--- src/rtl/imem_loader.sv ---
// rtl/imem_loader.sv - serial byte-stream loader for the instruction RAM
//
// Receives a framed program image from the UART receiver and writes it into
// the instruction RAM as big-endian 32-bit words. It holds the CPU in reset
// while loading and reports the outcome.
//
// Frame: LEN_HI, LEN_LO (word count N), N*4 payload bytes (MSB first),
//        CHK = XOR of all payload bytes.
//
// Ports:
//   clk           system clock
//   reset         synchronous, active-high reset
//   start         one-cycle pulse, begins a load (only in IDLE/DONE/ERR)
//   rx_data       received byte
//   rx_valid      one-cycle strobe qualifying rx_data
//   wr_en         instruction RAM write strobe, one cycle per word
//   wr_addr       word address of the write
//   wr_data       word to write
//   cpu_hold      keeps the CPU in reset while high
//   done          image loaded and checksum matched
//   error         load aborted (bad length, bad checksum or timeout)
//   words_loaded  words written in the current or last load
module imem_loader #(
   parameter int MEM_WORDS      = 160,
   parameter int ADDR_W         = 8,
   parameter int TIMEOUT_CYCLES = 1000000
) (
   input  logic              clk,
   input  logic              reset,
   input  logic              start,
   input  logic [7:0]        rx_data,
   input  logic              rx_valid,
   output logic              wr_en,
   output logic [ADDR_W-1:0] wr_addr,
   output logic [31:0]       wr_data,
   output logic              cpu_hold,
   output logic              done,
   output logic              error,
   output logic [ADDR_W:0]   words_loaded
);

   localparam int TMO_W = $clog2(TIMEOUT_CYCLES + 1);
   localparam logic [TMO_W-1:0]  TMO_LAST = TMO_W'(TIMEOUT_CYCLES - 1);
   localparam logic [ADDR_W:0]   CNT_ONE  = (ADDR_W+1)'(1);
   localparam logic [ADDR_W-1:0] IDX_ONE  = ADDR_W'(1);

   typedef enum logic [2:0] {
      S_IDLE,
      S_LEN_HI,
      S_LEN_LO,
      S_DATA,
      S_CHECK,
      S_DONE,
      S_ERR
   } state_t;

   state_t            state;
   logic [7:0]        len_hi;
   logic [ADDR_W:0]   n_words;
   logic [23:0]       word_sr;     // first three bytes of the word in progress
   logic [1:0]        byte_idx;
   logic [7:0]        acc;         // running XOR of payload bytes
   logic [ADDR_W-1:0] word_idx;
   logic [TMO_W-1:0]  tmo_cnt;

   logic [15:0]       len_full;
   logic              len_bad;
   logic              loading;
   logic              last_word;

   assign len_full  = {len_hi, rx_data};
   assign len_bad   = (len_full == 16'd0) || (len_full > 16'(MEM_WORDS));
   assign loading   = (state == S_LEN_HI) || (state == S_LEN_LO) ||
                      (state == S_DATA)   || (state == S_CHECK);
   // word_idx is still the index of the word being completed here
   assign last_word = ((ADDR_W+1)'(word_idx) + CNT_ONE) == n_words;

   always_ff @(posedge clk) begin
      if (reset) begin
         state        <= S_IDLE;
         len_hi       <= '0;
         n_words      <= '0;
         word_sr      <= '0;
         byte_idx     <= '0;
         acc          <= '0;
         word_idx     <= '0;
         tmo_cnt      <= '0;
         wr_en        <= 1'b0;
         wr_addr      <= '0;
         wr_data      <= '0;
         cpu_hold     <= 1'b0;
         done         <= 1'b0;
         error        <= 1'b0;
         words_loaded <= '0;
      end else begin
         wr_en <= 1'b0;

         // The count follows the write strobe so it advances once the
         // word has actually been presented to the RAM.
         if (wr_en) begin
            words_loaded <= words_loaded + CNT_ONE;
         end

         // Inter-byte idle watchdog while a frame is in progress.
         if (loading) begin
            if (rx_valid) begin
               tmo_cnt <= '0;
            end else if (tmo_cnt == TMO_LAST) begin
               state <= S_ERR;
               error <= 1'b1;
            end else begin
               tmo_cnt <= tmo_cnt + TMO_W'(1);
            end
         end

         case (state)
            S_IDLE, S_DONE, S_ERR: begin
               if (start) begin
                  state        <= S_LEN_HI;
                  cpu_hold     <= 1'b1;
                  done         <= 1'b0;
                  error        <= 1'b0;
                  words_loaded <= '0;
                  acc          <= '0;
                  wr_addr      <= '0;
                  word_idx     <= '0;
                  byte_idx     <= '0;
                  tmo_cnt      <= '0;
               end
            end

            S_LEN_HI: begin
               if (rx_valid) begin
                  len_hi <= rx_data;
                  state  <= S_LEN_LO;
               end
            end

            S_LEN_LO: begin
               if (rx_valid) begin
                  if (len_bad) begin
                     state <= S_ERR;
                     error <= 1'b1;
                  end else begin
                     n_words <= len_full[ADDR_W:0];
                     state   <= S_DATA;
                  end
               end
            end

            S_DATA: begin
               if (rx_valid) begin
                  word_sr  <= {word_sr[15:0], rx_data};
                  acc      <= acc ^ rx_data;
                  byte_idx <= byte_idx + 2'd1;
                  if (byte_idx == 2'd3) begin
                     wr_en    <= 1'b1;
                     wr_addr  <= word_idx;
                     wr_data  <= {word_sr, rx_data};
                     word_idx <= word_idx + IDX_ONE;
                     // Move on immediately so a back-to-back CHK byte
                     // in the write cycle is not lost.
                     if (last_word) begin
                        state <= S_CHECK;
                     end
                  end
               end
            end

            S_CHECK: begin
               if (rx_valid) begin
                  if (rx_data == acc) begin
                     state    <= S_DONE;
                     done     <= 1'b1;
                     cpu_hold <= 1'b0;
                  end else begin
                     // cpu_hold stays high: never run a corrupt image
                     state <= S_ERR;
                     error <= 1'b1;
                  end
               end
            end

            default: begin
               state <= S_IDLE;
            end
         endcase
      end
   end

endmodule

--- config.mk ---
export PLATFORM = sky130hd
export DESIGN_NAME = imem_loader
export DESIGN_NICKNAME = d
export VERILOG_FILES = /design/src/rtl/imem_loader.sv
export SDC_FILE = /design/constraint.sdc
export NUM_CORES = 1
export LEC_CHECK = 0
export ABC_AREA = 0
export CORE_MARGIN = 2
export CORE_UTILIZATION = 51
export CTS_CLUSTER_DIAMETER = 30
export DETAILED_ROUTE_END_ITERATION = 7
export GPL_TIMING_DRIVEN = 0
export PLACE_DENSITY_LB_ADDON = 0.25
export SLEW_MARGIN = 20
export SYNTH_ARGS = -nofsm -noshare
export SYNTH_HDL_FRONTEND = slang
export SYNTH_SLANG_ARGS = --single-unit
--- constraint.sdc ---
create_clock -name clk -period 2.15 [get_ports clk]
set_input_delay 0.3225 -clock clk [delete_from_list [all_inputs] [get_ports clk]]
set_output_delay 0.3225 -clock clk [all_outputs]
set_load 0.01 [all_outputs]
==> results of run 1 <==
[cell usage after synthesis (7+ instances only)]
library cell | count | area share [%]
a21oi_1 | 104 | 8.9
clkbuf_1 | 40 | 2.6
dfxtp_1 | 135 | 46
mux2i_1 | 13 | 2.2
nand2_1 | 161 | 10
nand3_1 | 30 | 2.6
nand4_1 | 12 | 1.3
nor2_1 | 68 | 4.4
nor3_1 | 7 | 0.60
nor4_1 | 8 | 0.86
o21ai_0 | 28 | 2.4
or2_2 | 9 | 0.97
xnor2_1 | 19 | 2.9
xor2_1 | 18 | 2.7
[registers in the layout, summed over array words and instances (netlist names)]
signal,cells
wr_data,32
word_sr,24
tmo_cnt,20
n_words,9
words_loaded,9
acc,8
len_hi,8
word_idx,8
wr_addr,8
state,3
byte_idx,2
cpu_hold,1
done,1
error,1
wr_en,1
[worst paths after layout]
check / from / endpoint
max: tmo_cnt[7] / tmo_cnt[0]
min: rx_data[3] / len_hi[3]
max reg2reg: tmo_cnt[7] / tmo_cnt[0]
min reg2reg: wr_data[30] / wr_data[30]
[logic make-up (layout without fill, tap and decap cells)]
logic type / after synthesis / in the layout / share of synthesized area [%]
AOI/OAI and AO/OA: 161 / 161 / 15.35
xor gates and xnor gates: 37 / 37 / 5.560
adders and majority gates: 4 / 4 / 0.8588
buffers and inverters: 55 / 141 / 3.735
DFF: 135 / 135 / 46.37
muxes: 14 / 14 / 2.426
and+or+nand+nor: 331 / 331 / 25.70
[per-layer routing]
metal	track usage [%]	wire length, um	vias to the layer above	share of wire [%]
met5	0	0	-	0
met4	9.083	228	0	1.5
met3	6.561	1033	23	6.7
met2	39.80	7492	239	48
met1	32.30	6775	2638	44
li1	-	-	2681	-
[per-stage QoR]
stage / instances / setup WS, ps
finish: 966 / -193.2
global route: 966 / -243.0
detailed placement: 935 / -451.8
floorplan: 737 / -76.33
global placement: 935 / -380.1
CTS: 965 / -166.7
[cell type report]
type / instances / area, um^2 / share of cell area (%)
multi-input cells: 547 / 3023 / 41.50
flip-flops and latches: 135 / 2716 / 37.29
repair buffers: 60 / 586.8 / 8.056
clock buffers: 20 / 446.7 / 6.132
plain buffers: 44 / 186.4 / 2.559
well taps: 143 / 178.9 / 2.456
clock inverters: 11 / 123.9 / 1.700
inverters: 6 / 22.52 / 0.3092
[power by group]
| group | switching, W | internal [W] |
|---|---|---|
| Clock | 0.00107 | 0.00173 |
| Combinational | 0.000721 | 0.000396 |
| Sequential | 0.0000554 | 0.00256 |
[tightest hold or removal path, cell delays in order]
cell and delay (ps):
clkbuf_1 200, nand2_1 110, a21oi_1 60
[cell usage in the layout, fill, tap and decap left out, drive strengths merged, types with 3 or more instances in the layout]
cell type and n:
and4 3, clkdlybuf4s50 55, nand2 161, mux2i 13
a31oi 5, or2 10, xor2 18, ha 4
clkinv 5, nor3b 3, nand3b 6, dfxtp 135
clkbuf 55, nor2b 4, o22ai 3, nor3 7
a21oi 104, o21ai 28, inv 7, or4 3
clkinvlp 3, nor4 8, nand3 30, xnor2 19
and3 6, nor2 68, nand4 12, buf 14
[what timing repair did]
action                     CTS  global route
cloned                       0             2
pin swaps                    5             6
setup buffers                3             0
setup endpoints to repair   93           108
resized for setup           24            19
==> flow_summary.yaml, run 1 <==
status:
  failed_checks: "negative setup slack"
  status: "complete, but fails checks"
grt:
  grt.overflow.total: 0
  grt_max_degree: 17
  grt_first_pass_wirelength_um: 24630
  grt_util_all_layers_pct: 24.80
  antenna_found_initial: 0
  first_global_vias: 5088
die:
  core_area_um2: 11270
  chipHeight_um: 110.9
  io_pins: 65
  die_width_um: 110.9
  dieArea_um2: 12300
  start_util_pct: 51.70
  rows: 39
critical_path:
  cp.required_ps: 2450
  critical-path-top-delay-family: "simple AND/OR/NAND/NOR gates"
  crit_fanout: 5
  critPathLaunchType: "flop"
  critical_path_class: "flop to flop"
  endpoint_kind: "flop"
  regToRegSetupSlack_ps: -190
  path_cells: "or4_1, or4_4, o21a_4, buf_6, mux2_4, a22oi_2, nor2_1"
  cp.buffers_inverters: 1
  path_depth: 7
  slowest_delay_ps: 590
  crit_slowest_cell: "or4_4"
  arrival_ps: 2640
  reg2reg_depth: 7
placed_design:
  port_buffers: 55
  gp_congestion: 0.8952
  hpwl_um: 10880
  place_area_um2: 6564
pwr:
  total_power_w: 0.006530
  leakagePower_nw: 2.420
  p_per_area_nw_per_um2: 896.4
  vdd_drop_max_uv: 520.1
yosys:
  synth_warnings: 0
  synth_nets: 753
  ys_seq_area_share_pct: 46.37
  netlist_instances: 737
  ys_ff_latch: 135
  synth_ff_type: "dfxtp_1"
  netlist_area_um2: 5828
  synth_edf_count: 0
  synth_cell_types: 55
  synthArstFlopShare_pct: 0
  avgSynthCellArea_um2: 7.908
routing:
  post-route-drc-count: 0
  dr.pass1.iters: 6
  postRouteAntennaNets: 0
  drt_first_iter_violations: 414
  wl_um: 15530
  via_per_inst: 5.777
  dr_total_vias: 5581
  wl_per_cell_um: 16.08
sta:
  finalCriticalPeriod_ps: 2343
  worst_pin_slew_ps: 969.5
  holdWs_ps: 328.2
  max_freq_mhz: 426.8
  worst_slack_ps: -193.2
  slew_violations: 0
  min_period_over_period_pct: 109.0
  finalSetupViolCount: 17
  final_hold_viol_count: 0
  slew_headroom_pct: 34.77
  tns_ps: -1266
  rsz0062_at_grt: "yes"
  fin_skew_ps: 6.389
cts:
  worstSkewPairLatency_ps: 420
  cts_made_buffers: 17
  cts_buffer_depth: 2
  clk_pin_slew_worst_paths_ps: 60
  cts_tree: "built"
  clockRootBuffer: "clkbuf_16"
  clock_sinks: 135
  hold_buffers: 0
  htreeDepth: 4
cells_and_area:
  final_nets: 827
  utilization_pct: 64.62
  design_area_um2: 7284
  area_delta_synth_final_pct: 24.99
  antennaDiodeCount: 0
  drive_gt1_share_pct: 10.09
  n_fill_cell: 995
hold_path:
  hold_class: "primary input to flop"
  holdPathStages: 3
run:
  max_cap_viol_count: 0
No activity file was read; power rests on OpenSTA's default activity.
==> run 2: changes to the inputs <==
CELL_PAD_IN_SITES_DETAIL_PLACEMENT = 2   (was unset)
CELL_PAD_IN_SITES_GLOBAL_PLACEMENT = 2   (was unset)
CORE_UTILIZATION = 30   (was 51)
GPL_TIMING_DRIVEN = unset   (was 0)
==> flow_summary.yaml, run 2 (synthesized netlist as in run 1, its figures left out) <==
cells_and_area:
  regMostFlops: "wr_data"
  final_nets: 863
  final_cell_mix: "nand2_1, dfxtp_1, a21oi_1"
  largest_reg_flops: 32
  drive_gt1_share_pct: 16.74
  n_fill_cell: 2124
  layout_commonest_cell: "nand2_1"
  area_delta_synth_final_pct: 35.49
  antennaDiodeCount: 0
  reg_top3: "wr_data (32), word_sr (24), tmo_cnt (20)"
sta:
  finalSetupViolCount: 12
  holdWs_ps: 270.5
  tns_ps: -823.1
  fin_skew_ps: 10.33
  max_freq_mhz: 440.9
  worst_pin_slew_ps: 721.9
  slew_headroom_pct: 51.87
  final_hold_viol_count: 0
  worst_slack_ps: -118.2
  slew_violations: 0
  finalCriticalPeriod_ps: 2268
  rsz0062_at_grt: "yes"
  min_period_over_period_pct: 105.5
cts:
  htreeDepth: 4
  clockRootBuffer: "clkbuf_16"
  clock_sinks: 135
  cts_made_buffers: 17
  hold_buffers: 0
  cts_tree: "built"
  cts_buffer_depth: 2
  worstSkewPairLatency_ps: 420
  clk_pin_slew_worst_paths_ps: 60
critical_path:
  reg2reg_depth: 6
  cp.required_ps: 2450
  r2r-end: "tmo_cnt[0]"
  arrival_ps: 2560
  endpoint_kind: "flop"
  crit_fanout: 5
  critical_path_class: "flop to flop"
  r2r-start: "tmo_cnt[11]"
  regToRegSetupSlack_ps: -120
  critPathLaunchType: "flop"
run:
  max_cap_viol_count: 0
grt:
  grt_first_pass_wirelength_um: 33060
  grt_max_degree: 68
  antenna_found_initial: 0
  grt_util_all_layers_pct: 20.44
  grt.overflow.total: 0
  first_global_vias: 6266
placed_design:
  dp_slack_ps: -264.2
  gp_congestion: 0.8118
  hpwl_um: 14060
  port_buffers: 64
routing:
  wl_um: 20440
  via_per_inst: 5.074
  wl_per_cell_um: 18.25
  postRouteAntennaNets: 0
  drt_first_iter_violations: 241
  post-route-drc-count: 0
  dr.pass1.iters: 4
  dr_total_vias: 5683
hold_path:
  min_from: "reset"
  hold_class: "primary input to flop"
  min_to: "cpu_hold"
  holdPathStages: 3
die:
  core_area_um2: 18890
  chipHeight_um: 143.4
  dieArea_um2: 20560
  io_pins: 65
  die_width_um: 143.4
  start_util_pct: 30.85
  rows: 50
pwr:
  total_power_w: 0.006952
  leakagePower_nw: 2.743
  p_per_area_nw_per_um2: 880.4
  vdd_drop_max_uv: 571.5
status:
  status: "complete, but fails checks"
  failed_checks: "negative setup slack"
==> run 2: cell count changes in the layout (fill, tap and decap cells not counted), moves of 3 or more <==
cell / delta
buf_2: -5
clkdlybuf4s50_1: +8
nor2_1: +3
clkbuf_1: -32
clkinv_4: +4
nor2_2: -3
buf_1: -4
buf_4: +71
clkbuf_2: -5
==> run 2: layout make-up <==
cell class	count	area (um^2)	area share (%)
Inverter	6	22.52	0.2852
Multi-Input combinational cell	548	3023	38.28
Sequential cell	135	2709	34.31
Tap cell	260	325.3	4.120
Timing Repair Buffer	139	1226	15.53
Clock inverter	14	151.4	1.917
Clock buffer	18	439.2	5.562
==> run 2: worst max path at each step <==
| stage | startpoint | end | slack, ps | cells after the start |
|---|---|---|---|---|
| floorplan | tmo_cnt[11] | tmo_cnt[0] | -80 | 7 |
| global placement | tmo_cnt[8] | tmo_cnt[0] | -180 | 6 |
| detailed placement | rx_valid | acc[7] | -260 | 7 |
| CTS | tmo_cnt[7] | tmo_cnt[0] | -90 | 6 |
| global route | tmo_cnt[11] | tmo_cnt[0] | -170 | 6 |
| finish | tmo_cnt[11] | tmo_cnt[0] | -120 | 6 |
==> run 2: repair_timing <==
action,4_1_cts,5_1_grt
pin swaps,6,12
cloned,0,2
buffers inserted,1,1
endpoints found under the setup margin,30,34
gates resized for setup,15,16
==> run 2: worst max-delay path, stage by stage (launching register included) <==
cell and delay, ps:
dfxtp_2 320, or4b_4 520, or4_4 600, o21a_4 260, mux2_4 270, a22oi_2 110, nor2_1 50
==> run 2: through the flow <==
| stage | instance area (um^2) | cells | util [%] |
|---|---|---|---|
| global route | 7896 | 1120 | 41.79 |
| CTS | 7816 | 1117 | 41.37 |
| finish | 7896 | 1120 | 41.79 |
| global placement | 7174 | 1084 | 37.97 |
| floorplan | 5834 | 737 | - |
| detailed placement | 7174 | 1084 | 37.97 |
==> run 2: routing by layer <==
layer / track usage [%] / wire (um)
met2: 35.51 / 9957
met5: 0 / 0
met3: 4.132 / 609
met4: 5.108 / 260
met1: 25.92 / 9616
==> run 2: where the power goes <==
group | internal, W | total (W) | switching [W]
Combinational | 0.000571 | 0.00139 | 0.000820
Clock | 0.00175 | 0.00294 | 0.00119
Sequential | 0.00256 | 0.00262 | 0.0000631
Total | 0.00488 | 0.00695 | 0.00207
